$ cat config.mk
export PLATFORM = sky130hd
export DESIGN_NAME = cla_slice_addsub_sequencer
export DESIGN_NICKNAME = d
export VERILOG_FILES = /design/src/rtl/cla_slice_addsub_sequencer.sv
export SDC_FILE = /design/constraint.sdc
export NUM_CORES = 1
export LEC_CHECK = 0
export ABC_AREA = 1
export CAP_MARGIN = 20
export CORE_UTILIZATION = 49
export DETAILED_ROUTE_END_ITERATION = 8
export GPL_ROUTABILITY_DRIVEN = 1
export PLACE_DENSITY_LB_ADDON = 0.2
export SLEW_MARGIN = 20
export SYNTH_ARGS = -nofsm -noshare
export SYNTH_HDL_FRONTEND = slang
export SYNTH_SLANG_ARGS = --single-unit
$ cat constraint.sdc
create_clock -name clk -period 3.2 [get_ports clk]
set_input_delay 0.8 -clock clk [delete_from_list [all_inputs] [get_ports clk]]
set_output_delay 0.8 -clock clk [all_outputs]
set_load 0.02 [all_outputs]
$ cat src/rtl/cla_slice_addsub_sequencer.sv
// Multi-cycle WIDTH-bit adder/subtractor: one SLICE-bit carry-lookahead slice per clock, LSB slice first.
// Subtraction is A + ~B + 1, with the +1 injected as the initial slice carry.
module cla_slice_addsub_sequencer #(
    parameter int WIDTH = 15,
    parameter int SLICE = 3
) (
    input  logic             clk,
    input  logic             rst,
    input  logic             start,
    input  logic             op_sub,
    input  logic [WIDTH-1:0] a_in,
    input  logic [WIDTH-1:0] b_in,
    output logic             busy,
    output logic             done,
    output logic [WIDTH-1:0] result,
    output logic             carry_out,
    output logic             overflow
);

    localparam int NSLICE = WIDTH / SLICE;
    localparam int CW     = (NSLICE > 1) ? $clog2(NSLICE) : 1;
    localparam int IW     = (WIDTH > 1) ? $clog2(WIDTH) : 1;
    localparam logic [CW-1:0] LAST = CW'(NSLICE - 1);

    typedef enum logic [1:0] {
        S_IDLE = 2'd0,
        S_RUN  = 2'd1,
        S_DONE = 2'd2
    } state_t;

    state_t state, state_next;

    logic [WIDTH-1:0] a_reg, b_reg;
    logic             carry_reg;
    logic [CW-1:0]    cnt;

    logic [IW-1:0]    base;
    logic [SLICE-1:0] sa, sb, g, p, sum;
    logic [SLICE:0]   c;
    logic             run_p, c_acc;

    always_ff @(posedge clk) begin
        if (rst) state <= S_IDLE;
        else     state <= state_next;
    end

    always_comb begin
        state_next = state;
        case (state)
            S_IDLE:  if (start) state_next = S_RUN;
            S_RUN:   if (cnt == LAST) state_next = S_DONE;
            S_DONE:  state_next = S_IDLE;
            default: state_next = S_IDLE;
        endcase
    end

    assign busy = (state != S_IDLE);
    assign done = (state == S_DONE);

    // Each carry is a flat sum of products over the slice's g/p terms and the
    // incoming carry; no carry depends on another carry of the same slice.
    always_comb begin
        base  = IW'(cnt) * IW'(SLICE);
        sa    = a_reg[base +: SLICE];
        sb    = b_reg[base +: SLICE];
        g     = sa & sb;
        p     = sa ^ sb;
        c     = '0;
        c[0]  = carry_reg;
        run_p = 1'b1;
        c_acc = 1'b0;
        for (int i = 1; i <= SLICE; i++) begin
            run_p = 1'b1;
            c_acc = 1'b0;
            for (int j = i - 1; j >= 0; j--) begin
                c_acc = c_acc | (g[j] & run_p);
                run_p = run_p & p[j];
            end
            c[i] = c_acc | (run_p & carry_reg);
        end
        sum = p ^ c[SLICE-1:0];
    end

    always_ff @(posedge clk) begin
        if (rst) begin
            a_reg     <= '0;
            b_reg     <= '0;
            carry_reg <= 1'b0;
            cnt       <= '0;
            result    <= '0;
            carry_out <= 1'b0;
            overflow  <= 1'b0;
        end else begin
            case (state)
                S_IDLE: begin
                    if (start) begin
                        a_reg     <= a_in;
                        b_reg     <= op_sub ? ~b_in : b_in;
                        carry_reg <= op_sub;
                        cnt       <= '0;
                    end
                end
                S_RUN: begin
                    result[base +: SLICE] <= sum;
                    carry_reg             <= c[SLICE];
                    cnt                   <= cnt + CW'(1);
                    if (cnt == LAST) begin
                        carry_out <= c[SLICE];
                        overflow  <= c[SLICE] ^ c[SLICE-1];
                    end
                end
                default: ;
            endcase
        end
    end

endmodule

# Word level (Yosys, flattened, before mapping)

Index checks and enable logic that the tools add are counted.

Register bits: 53
Output and inout port bits: 19
Word-level logic and storage cells: 56

Add/sub/neg operators: 2
$mul: 1
Eq/ne operators: 5
Shift-type cells: 4
Mux-type cells: 9
Bitwise operators: 20
Reductions and logical operators: 7

Operators by type and width:

| kind                                                                   | count |
|---|---|
| 15-bit by 5-bit indexed part select with 3-bit output                  | 2 |
| 15-bit bitwise mux                                                     | 1 |
| 15-bit 2-to-1 mux                                                      | 1 |
| 15-bit NOT                                                             | 1 |
| 3-bit by 6-bit variable shift with 15-bit output, first input constant | 1 |
| 3-bit by 6-bit indexed part select with 15-bit output                  | 1 |
| 1-bit AND                                                              | 9 |
| 2-bit AND reduction                                                    | 4 |
| 4-bit negation with 6-bit output                                       | 1 |
| 1-bit bitwise OR                                                       | 6 |
| 3-bit case mux with 2 select lines                                     | 1 |
| 3-bit XOR                                                              | 2 |
| 3-bit by 2-bit multiplier with 4-bit output, second input constant     | 1 |
| 2-bit 2-to-1 mux                                                       | 2 |
| 2-bit != test, second input constant                                   | 2 |
| 2-bit case mux with 2 select lines                                     | 1 |
| 2-bit nonzero test                                                     | 2 |
| 3-bit by 1-bit adder with 3-bit output, second input constant          | 1 |
| 3-bit AND                                                              | 1 |
| 3-bit == test, second input constant                                   | 1 |
| 3-bit 2-to-1 mux                                                       | 1 |
| 2-bit by 1-bit == test with 1-bit output, second input constant        | 1 |
| 2-bit == test, second input constant                                   | 1 |
| 2-bit zero test                                                        | 1 |
| other kinds (3)                                                        | 3 |

# Longest topological paths before layout

Gate-level depths: netlist of run 1.

Depth in word-level cells: 9
Depth in mapped cells: 22

# Worst setup path after synthesis of run 1

OpenSTA, ideal clock, no wires.

Path type: reg2reg
From: register cnt[0]
To: register result[12]
Setup time: 0.070 ns
Arrival: 3.277 ns
Required time: 3.130 ns
Setup slack: -0.147 ns
Cell stages (with the launch flop): 19
Path buffers: 1
Clock period less this slack: 3.347 ns
Cells stage by stage: dfxtp_1 > ha_1 > inv_1 > fa_1 > buf_4 > inv_2 > nand2_1 > inv_1 > a22oi_1 > o221ai_1 > o21ai_2 > fa_1 > inv_1 > nand3_1 > o21ai_1 > nand2_1 > o21ai_0 > inv_1 > a21oi_1

Word-level cells in the longest chain between the ends: 9
Elaborated cells between the ends (all ways): 17

Ends and longest elaborated chain:

| item                                                                     | RTL line | RTL |
|---|---|---|
| from (decl)                                                              | 35       | `logic [CW-1:0] cnt;` |
| from (signal assigned)                                                   | 106      | `cnt <= cnt + CW'(1);` |
| 3-bit by 2-bit multiplier with 4-bit output (*)                          | 63       | `base = IW'(cnt) * IW'(SLICE);` |
| 15-bit by 5-bit indexed part select with 3-bit output (on tied branches) | 64, 65   |  |
| 3-bit AND / 3-bit XOR (equally long branches)                            | 66, 67   |  |
| 1-bit AND (on tied branches)                                             | 76, 77   |  |
| 1-bit bitwise OR / 1-bit AND (equally long branches)                     | 76, 79   |  |
| 1-bit bitwise OR                                                         | 79       | `c[i] = c_acc \| (run_p & carry_reg);` |
| 3-bit XOR                                                                | 81       | `sum = p ^ c[SLICE-1:0];` |
| 3-bit by 6-bit indexed part select with 15-bit output                    | 104      | `result[base +: SLICE] <= sum;` |
| 15-bit bitwise mux (*)                                                   | 104      |  |
| to (signal, indexed assignment)                                          | 104      |  |
| to (decl)                                                                | 15       | `output logic [WIDTH-1:0] result,` |

Mark *: on every way between the ends. The rest lies on a longest branch, timed or not.
A chain may end at the register's enable or synchronous reset.

# Worst setup path after layout of run 1

From: register cnt[1]
To: register result[7]

The elaborated chain is that of the path after synthesis.

==> results.md, run 1 <==
- Status: complete, but fails checks
- Failing checks: design-rule violations
- Crit. End Element: register
- Hold-critical path depth: 2
- Max-cap violations: 0
- Initial DRC count: 178
- RR Endpoint: result[7]$_SDFFE_PP0P_
- Synth warnings: 0
- Peak supply drop: 236 uV
- Placed Area: 4190 um2
- Cells after DPL: 651
- Min-delay src: b_reg[3]$_SDFFE_PP0P_
- Syn-to-layout area delta: 36.2%
- CTS root buffer: clkbuf_8
- Layout Skew: 14.0 ps
- Syn_nets: 545
- Initial Util: 0.517
- Non-Filler Instances: 662
- Number of I/O pins: 53
- Seq/Total Area, Yosys: 0.316
- Cells after Synth: 501
- Critical path launch point: cnt[1]$_SDFFE_PP0P_
- HPWL Detailed: 7510 um
- Inserted Diodes: 0
- Worst Path Arrival: 3400 ps
- TritonCTS clock tree: built
- Mean Syn Cell Area: 6.70 um2
- CP Class: register to register
- Drt first pass iters: 7
- Number of routed nets with antenna violations: 0
- H-tree depth: 2
- Pre-CTS WS: -154 ps
- Max Clock Freq: 0.317 GHz
- FILL cells: 563
- Vias per cell: 5.46
- Num CTS Buffers: 5
- CP required: 3450 ps
- Worst R2R Path Depth: 17
- Vias in the first global route: 3,430
- # rows: 29
- Critical R2R Launch: cnt[1]$_SDFFE_PP0P_
- Synth area leaders: dfxtp_1, o21ai_0, nor2_1
- Clock transition at the registers of the reported paths: 100 ps
- Mapped cell area: 3360 um2
- Total Wirelength: 9950 um
- Final net count: 628
- Slew margin rel.: 0.440
- Die width: 84.8 um
- Seq cells post-synth: 53
- Least-Margin Pin Slew: 838 ps
- Critical Path Fanout Max: 8
- Design Area, Final: 4570 um2
- Initial antenna violation count: 0
- Worst hold endpoint: b_reg[3]$_SDFFE_PP0P_
- Layout cells sized above 1: 0.243
- Post-synth top area share: 0.316
- CP startpoint kind: register
- Die Y-Extent: 84.8 um
- Final setup vio count: 0
- Residual DRC: 1
- Worst-Skew Late Latency: 310 ps
- Total power per unit cell area: 456 nW/um2
- Flop-to-flop setup slack: 50 ps
- Avg WL per Cell: 15.0 um
- Ys async rst share: 0
- Netlist cell types: 39
- Remaining global-route overflow: 0
- Main synth FF type: dfxtp_1
- RSZ-0062 raised after global routing: yes
- All-layer global routing usage: 0.286
- Register area: 1060 um2
- Setup WS post-layout: 49.8 ps
- Post-synth top area cell: dfxtp_1
- Vias: 3,616
- Min Tclk post-route: 3150 ps
- P_leak: 1.91 nW
- Final Hold Viols: 0
- Die ar.: 7180 um2
- Worst min path class: register to register
- Final core occ: 0.704
- Max Slew Vio Count: 0
- Global-route wire length before repair: 16,400 um
- Worst hold margin: 469 ps
- Clock Path Buffers: 2
- Largest net degree at the start of global routing: 49
- Multi-input gate area: 2190 um2
- Final period utilization: 0.984
- # clock sinks: 53
- Placer Congestion: 0.906
- Number of synthesized flops with an enable pin: 0
- Buffers on Ports: 52
- Total core area: 6490 um2
-- per-stage QoR --
step	setup TNS (ps)	power, mW
2_1_floorplan	0	1.20
3_3_place_gp	-1100	1.50
3_5_place_dp	-1560	1.51
4_1_cts	0	1.93
5_1_grt	-846	2.21
6_report	0	2.09
-- report_power, final --
part | switching [mW] | internal (mW) | total, mW
registers | 0.0261 | 0.703 | 0.729
logic | 0.546 | 0.405 | 0.951
clock network | 0.230 | 0.176 | 0.406
total | 0.802 | 1.28 | 2.09
-- cell usage after synthesis, drive strengths merged (2+ instances only) --
master   instances
nand2           79
nor2            79
o21ai           78
inv             65
dfxtp           53
a21oi           43
nand3           21
buf             12
xor2            10
clkbuf           9
ha               8
a211oi           7
o22ai            6
xnor2            5
nand4            4
a22oi            3
nor3             3
clkinv           2
fa               2
o2111ai          2
o211ai           2
o32ai            2
-- worst max-delay path: stages (launching register included) --
cell     delay [ps]
dfxtp_2         370
ha_4            130
inv_2            40
fa_2            520
buf_12          180
nor2_4          180
inv_4            80
o22ai_2         120
nor2_1           80
a21oi_2         190
fa_2            510
inv_2            90
buf_4           120
buf_4           110
nand3_2          70
nand2_2         110
nand2_1          70
a21oi_2         120
-- area by class of cell --
type,instances,area share
multi-input combinational,360,0.478
sequential,53,0.233
timing repair buffer,97,0.190
inverter,67,0.0567
tap,77,0.0211
clock buffer,6,0.0181
clock inverter,2,0.00301
-- worst max-delay path by stage --
stage,slack [ps],endpoint,cells past startpoint
after global routing,-90,result[3]$_SDFFE_PP0P_,17
after floorplan,7,result[12]$_SDFFE_PP0P_,18
final,50,result[7]$_SDFFE_PP0P_,17
after CTS,2,result[9]$_SDFFE_PP0P_,15
after global placement,-130,result[9]$_SDFFE_PP0P_,14
after detailed placement,-150,result[12]$_SDFFE_PP0P_,18
-- cell families after synthesis --
logic type | share of synthesized area
xor gates and xnor gates | 0.0391
buffers and inverters | 0.111
adders and majority gates | 0.0418
DFF | 0.316
and+or+nand+nor | 0.246
muxes | 0.00298
AOI/OAI and AO/OA | 0.243
-- cell usage in the layout (no fill, tap or decap), drive strengths merged --
master	count
clkdlybuf4s50	52
inv	65
o311ai	1
xor2	10
nand4	4
clkinv	4
o31ai	1
a22oi	3
nand2	79
o2111ai	2
nor3	3
a221oi	1
clkbuf	6
xnor2	5
fa	2
mux2i	1
a211oi	7
o32ai	2
o21ai	78
o221ai	1
a21oi	43
o22ai	6
o211ai	2
buf	45
a31oi	1
nor2	79
nand3	21
dfxtp	53
ha	8
-- per-layer routing --
layer | vias up | global-route usage | part of all wire
met3 | 17 | 0.0433 | 0.047
met1 | 1681 | 0.381 | 0.47
met2 | 97 | 0.481 | 0.47
met4 | 0 | 0.0740 | 0.015
met5 | - | 0.0420 | 0
li1 | 1821 | - | -
-- what timing repair did --
| item | in CTS | in global routing |
|---|---|---|
| endpoints found under the setup margin | 14 | 16 |
| pin swaps | 3 | 30 |
| gates resized for setup | 8 | 60 |
| hold buffers | 0 | 0 |
| endpoints found under the hold margin | 0 | 0 |
| setup buffers | 0 | 3 |
| cloned | 0 | 0 |
Note: power is estimated with default switching activity, not from simulation.
==> run 2, diff against run 1 <==
==> constraint.sdc (replaced) <==
create_clock -name clk -period 3.2 [get_ports clk]
set_input_delay 0.64 -clock clk [delete_from_list [all_inputs] [get_ports clk]]
set_output_delay 0.64 -clock clk [all_outputs]
set_load 0.02 [all_outputs]
==> results.md, run 2 (synthesized netlist as in run 1, its figures left out) <==
- Layout cells sized above 1: 0.224 (was 0.243)
- RSZ-0062 raised after global routing: yes (unchanged)
- Pre-CTS WS: -173 ps (was -154 ps)
- CP required: 3450 ps (about the same)
- Final period utilization: 0.986 (was 0.984)
- Vias in the first global route: 3,443 (was 3,430)
- FILL cells: 560 (was 563)
- Largest net degree at the start of global routing: 49 (unchanged)
- Placer Congestion: 0.892 (was 0.906)
- Avg WL per Cell: 15.3 um (was 15.0 um)
- Total power per unit cell area: 467 nW/um2 (was 456 nW/um2)
- Syn-to-layout area delta: 35.1% (was 36.2%)
- Max Slew Vio Count: 0 (unchanged)
- Initial Util: 0.517 (unchanged)
- Global-route wire length before repair: 16,300 um (was 16,400 um)
- Final setup vio count: 0 (unchanged)
- Status: complete, but fails checks (unchanged)
- Inserted Diodes: 0 (unchanged)
- Final core occ: 0.698 (was 0.704)
- Worst min path class: register to register (unchanged)
- Layout Skew: 7.63 ps (was 14.0 ps)
- Clock Path Buffers: 2 (unchanged)
- Max Clock Freq: 0.317 GHz (about the same)
- Placed Area: 4150 um2 (was 4190 um2)
- Worst Path Arrival: 3400 ps (about the same)
- # clock sinks: 53 (unchanged)
- Num CTS Buffers: 5 (unchanged)
- Vias: 3,584 (was 3,616)
- Most common cell after layout, fill and taps aside: nor2_1 (unchanged)
- P_leak: 1.90 nW (was 1.91 nW)
- Worst-Skew Late Latency: 320 ps (was 310 ps)
- Die ar.: 7180 um2 (unchanged)
- Critical Path Fanout Max: 8 (unchanged)
- Die width: 84.8 um (unchanged)
- HPWL Detailed: 7400 um (was 7510 um)
- Hold-critical path depth: 2 (unchanged)
- Non-Filler Instances: 658 (was 662)
- Buffers on Ports: 52 (unchanged)
- Failing checks: design-rule violations (unchanged)
- Initial DRC count: 222 (was 178)
- Residual DRC: 1 (unchanged)
- Least-Margin Pin Slew: 846 ps (was 838 ps)
- Slew margin rel.: 0.434 (was 0.440)
- Cells after DPL: 646 (was 651)
- Peak supply drop: 288 uV (was 236 uV)
- H-tree depth: 2 (unchanged)
- Min Tclk post-route: 3150 ps (about the same)
- Number of I/O pins: 53 (unchanged)
- Design Area, Final: 4530 um2 (was 4570 um2)
- Max-cap violations: 0 (unchanged)
- Total Wirelength: 10,000 um (was 9950 um)
- Clock transition at the registers of the reported paths: 100 ps (about the same)
- All-layer global routing usage: 0.287 (was 0.286)
- Initial antenna violation count: 0 (unchanged)
- CTS root buffer: clkbuf_8 (unchanged)
- TritonCTS clock tree: built (unchanged)
- CP startpoint kind: register (unchanged)
- Commonest cells after routing, fill and taps aside: nor2_1, nand2_1, o21ai_0 (unchanged)
- Drt first pass iters: 7 (unchanged)
- Number of routed nets with antenna violations: 0 (unchanged)
- Worst R2R Path Depth: 18 (was 17)
- Total core area: 6490 um2 (unchanged)
- CP Class: register to register (unchanged)
- Final net count: 624 (was 628)
- Remaining global-route overflow: 0 (unchanged)
- Die Y-Extent: 84.8 um (unchanged)
- # rows: 29 (unchanged)
- Setup WS post-layout: 46.4 ps (was 49.8 ps)
- Final Hold Viols: 0 (unchanged)
- Crit. End Element: register (unchanged)
- Vias per cell: 5.45 (was 5.46)
==> run 2: cell types whose count changed in the layout (fill, tap and decap cells not counted), moves of 2 or more <==
cell / delta
inv_1: +2
nor2_2: +2
inv_2: -2
nand3_1: +3
ha_4: -2
ha_1: +2
nand3_2: -4
buf_4: -4
a21oi_1: +2
==> run 2: worst paths after layout <==
check,from,endpoint,slack (ps)
setup / recovery,cnt[1]$_SDFFE_PP0P_,result[12]$_SDFFE_PP0P_,50
hold / removal,b_reg[3]$_SDFFE_PP0P_,b_reg[3]$_SDFFE_PP0P_,470
setup reg to reg,cnt[1]$_SDFFE_PP0P_,result[12]$_SDFFE_PP0P_,50
hold reg to reg,b_reg[3]$_SDFFE_PP0P_,b_reg[3]$_SDFFE_PP0P_,470
==> run 2: metrics by stage <==
| stage | power [mW] | hold slack, ps | TNS (ps) |
|---|---|---|---|
| after CTS | 1.99 | 473 | 0 |
| after detailed placement | 1.49 | 459 | -1580 |
| final | 2.11 | 470 | 0 |
| after global placement | 1.48 | 452 | -660 |
| after floorplan | 1.20 | 424 | 0 |
| after global routing | 2.24 | 494 | -958 |
==> run 2: power by group <==
part / total, mW / internal, mW / switching, mW
clock: 0.489 / 0.255 / 0.234
combinational: 0.898 / 0.367 / 0.531
sequential: 0.728 / 0.702 / 0.0258
==> run 2: metal layers <==
layer	vias to the layer above	GRT usage	routed length, um
li1	1814	-	-
met1	1637	0.383	4620
met2	120	0.485	4720
met3	13	0.0334	552
met4	0	0.0878	153
met5	-	0	0
==> run 2: what timing repair did <==
action / CTS / global route
setup buffers: 0 / 4
endpoints found under the setup margin: 14 / 17
pin swaps: 2 / 24
gates resized for setup: 10 / 51
hold endpoints to repair: 0 / 0
hold buffers: 0 / 0
==> run 2: area by class of cell <==
class / count / area, um2 / share of cell area
clock buffer: 6 / 82.6 / 0.0182
timing repair buffer: 93 / 841 / 0.185
clock inverter: 2 / 37.5 / 0.00828
sequential: 53 / 1070 / 0.235
tap: 77 / 96.3 / 0.0213
inverter: 67 / 259 / 0.0571
multi-input combinational: 360 / 2150 / 0.474
==> run 2: worst max-delay path, cell delays in order, from the launching register on <==
cell and delay, ps:
dfxtp_4 370, ha_4 160, inv_4 60, fa_2 480, buf_12 180, nor2_4 180, inv_4 90, o2111ai_4 240
o21ai_4 100, fa_2 410, inv_2 60, nand2_2 50, nand2_2 80, inv_2 60, o21ai_4 180, nand2_1 70
o21ai_1 70, inv_1 80, a21oi_1 140
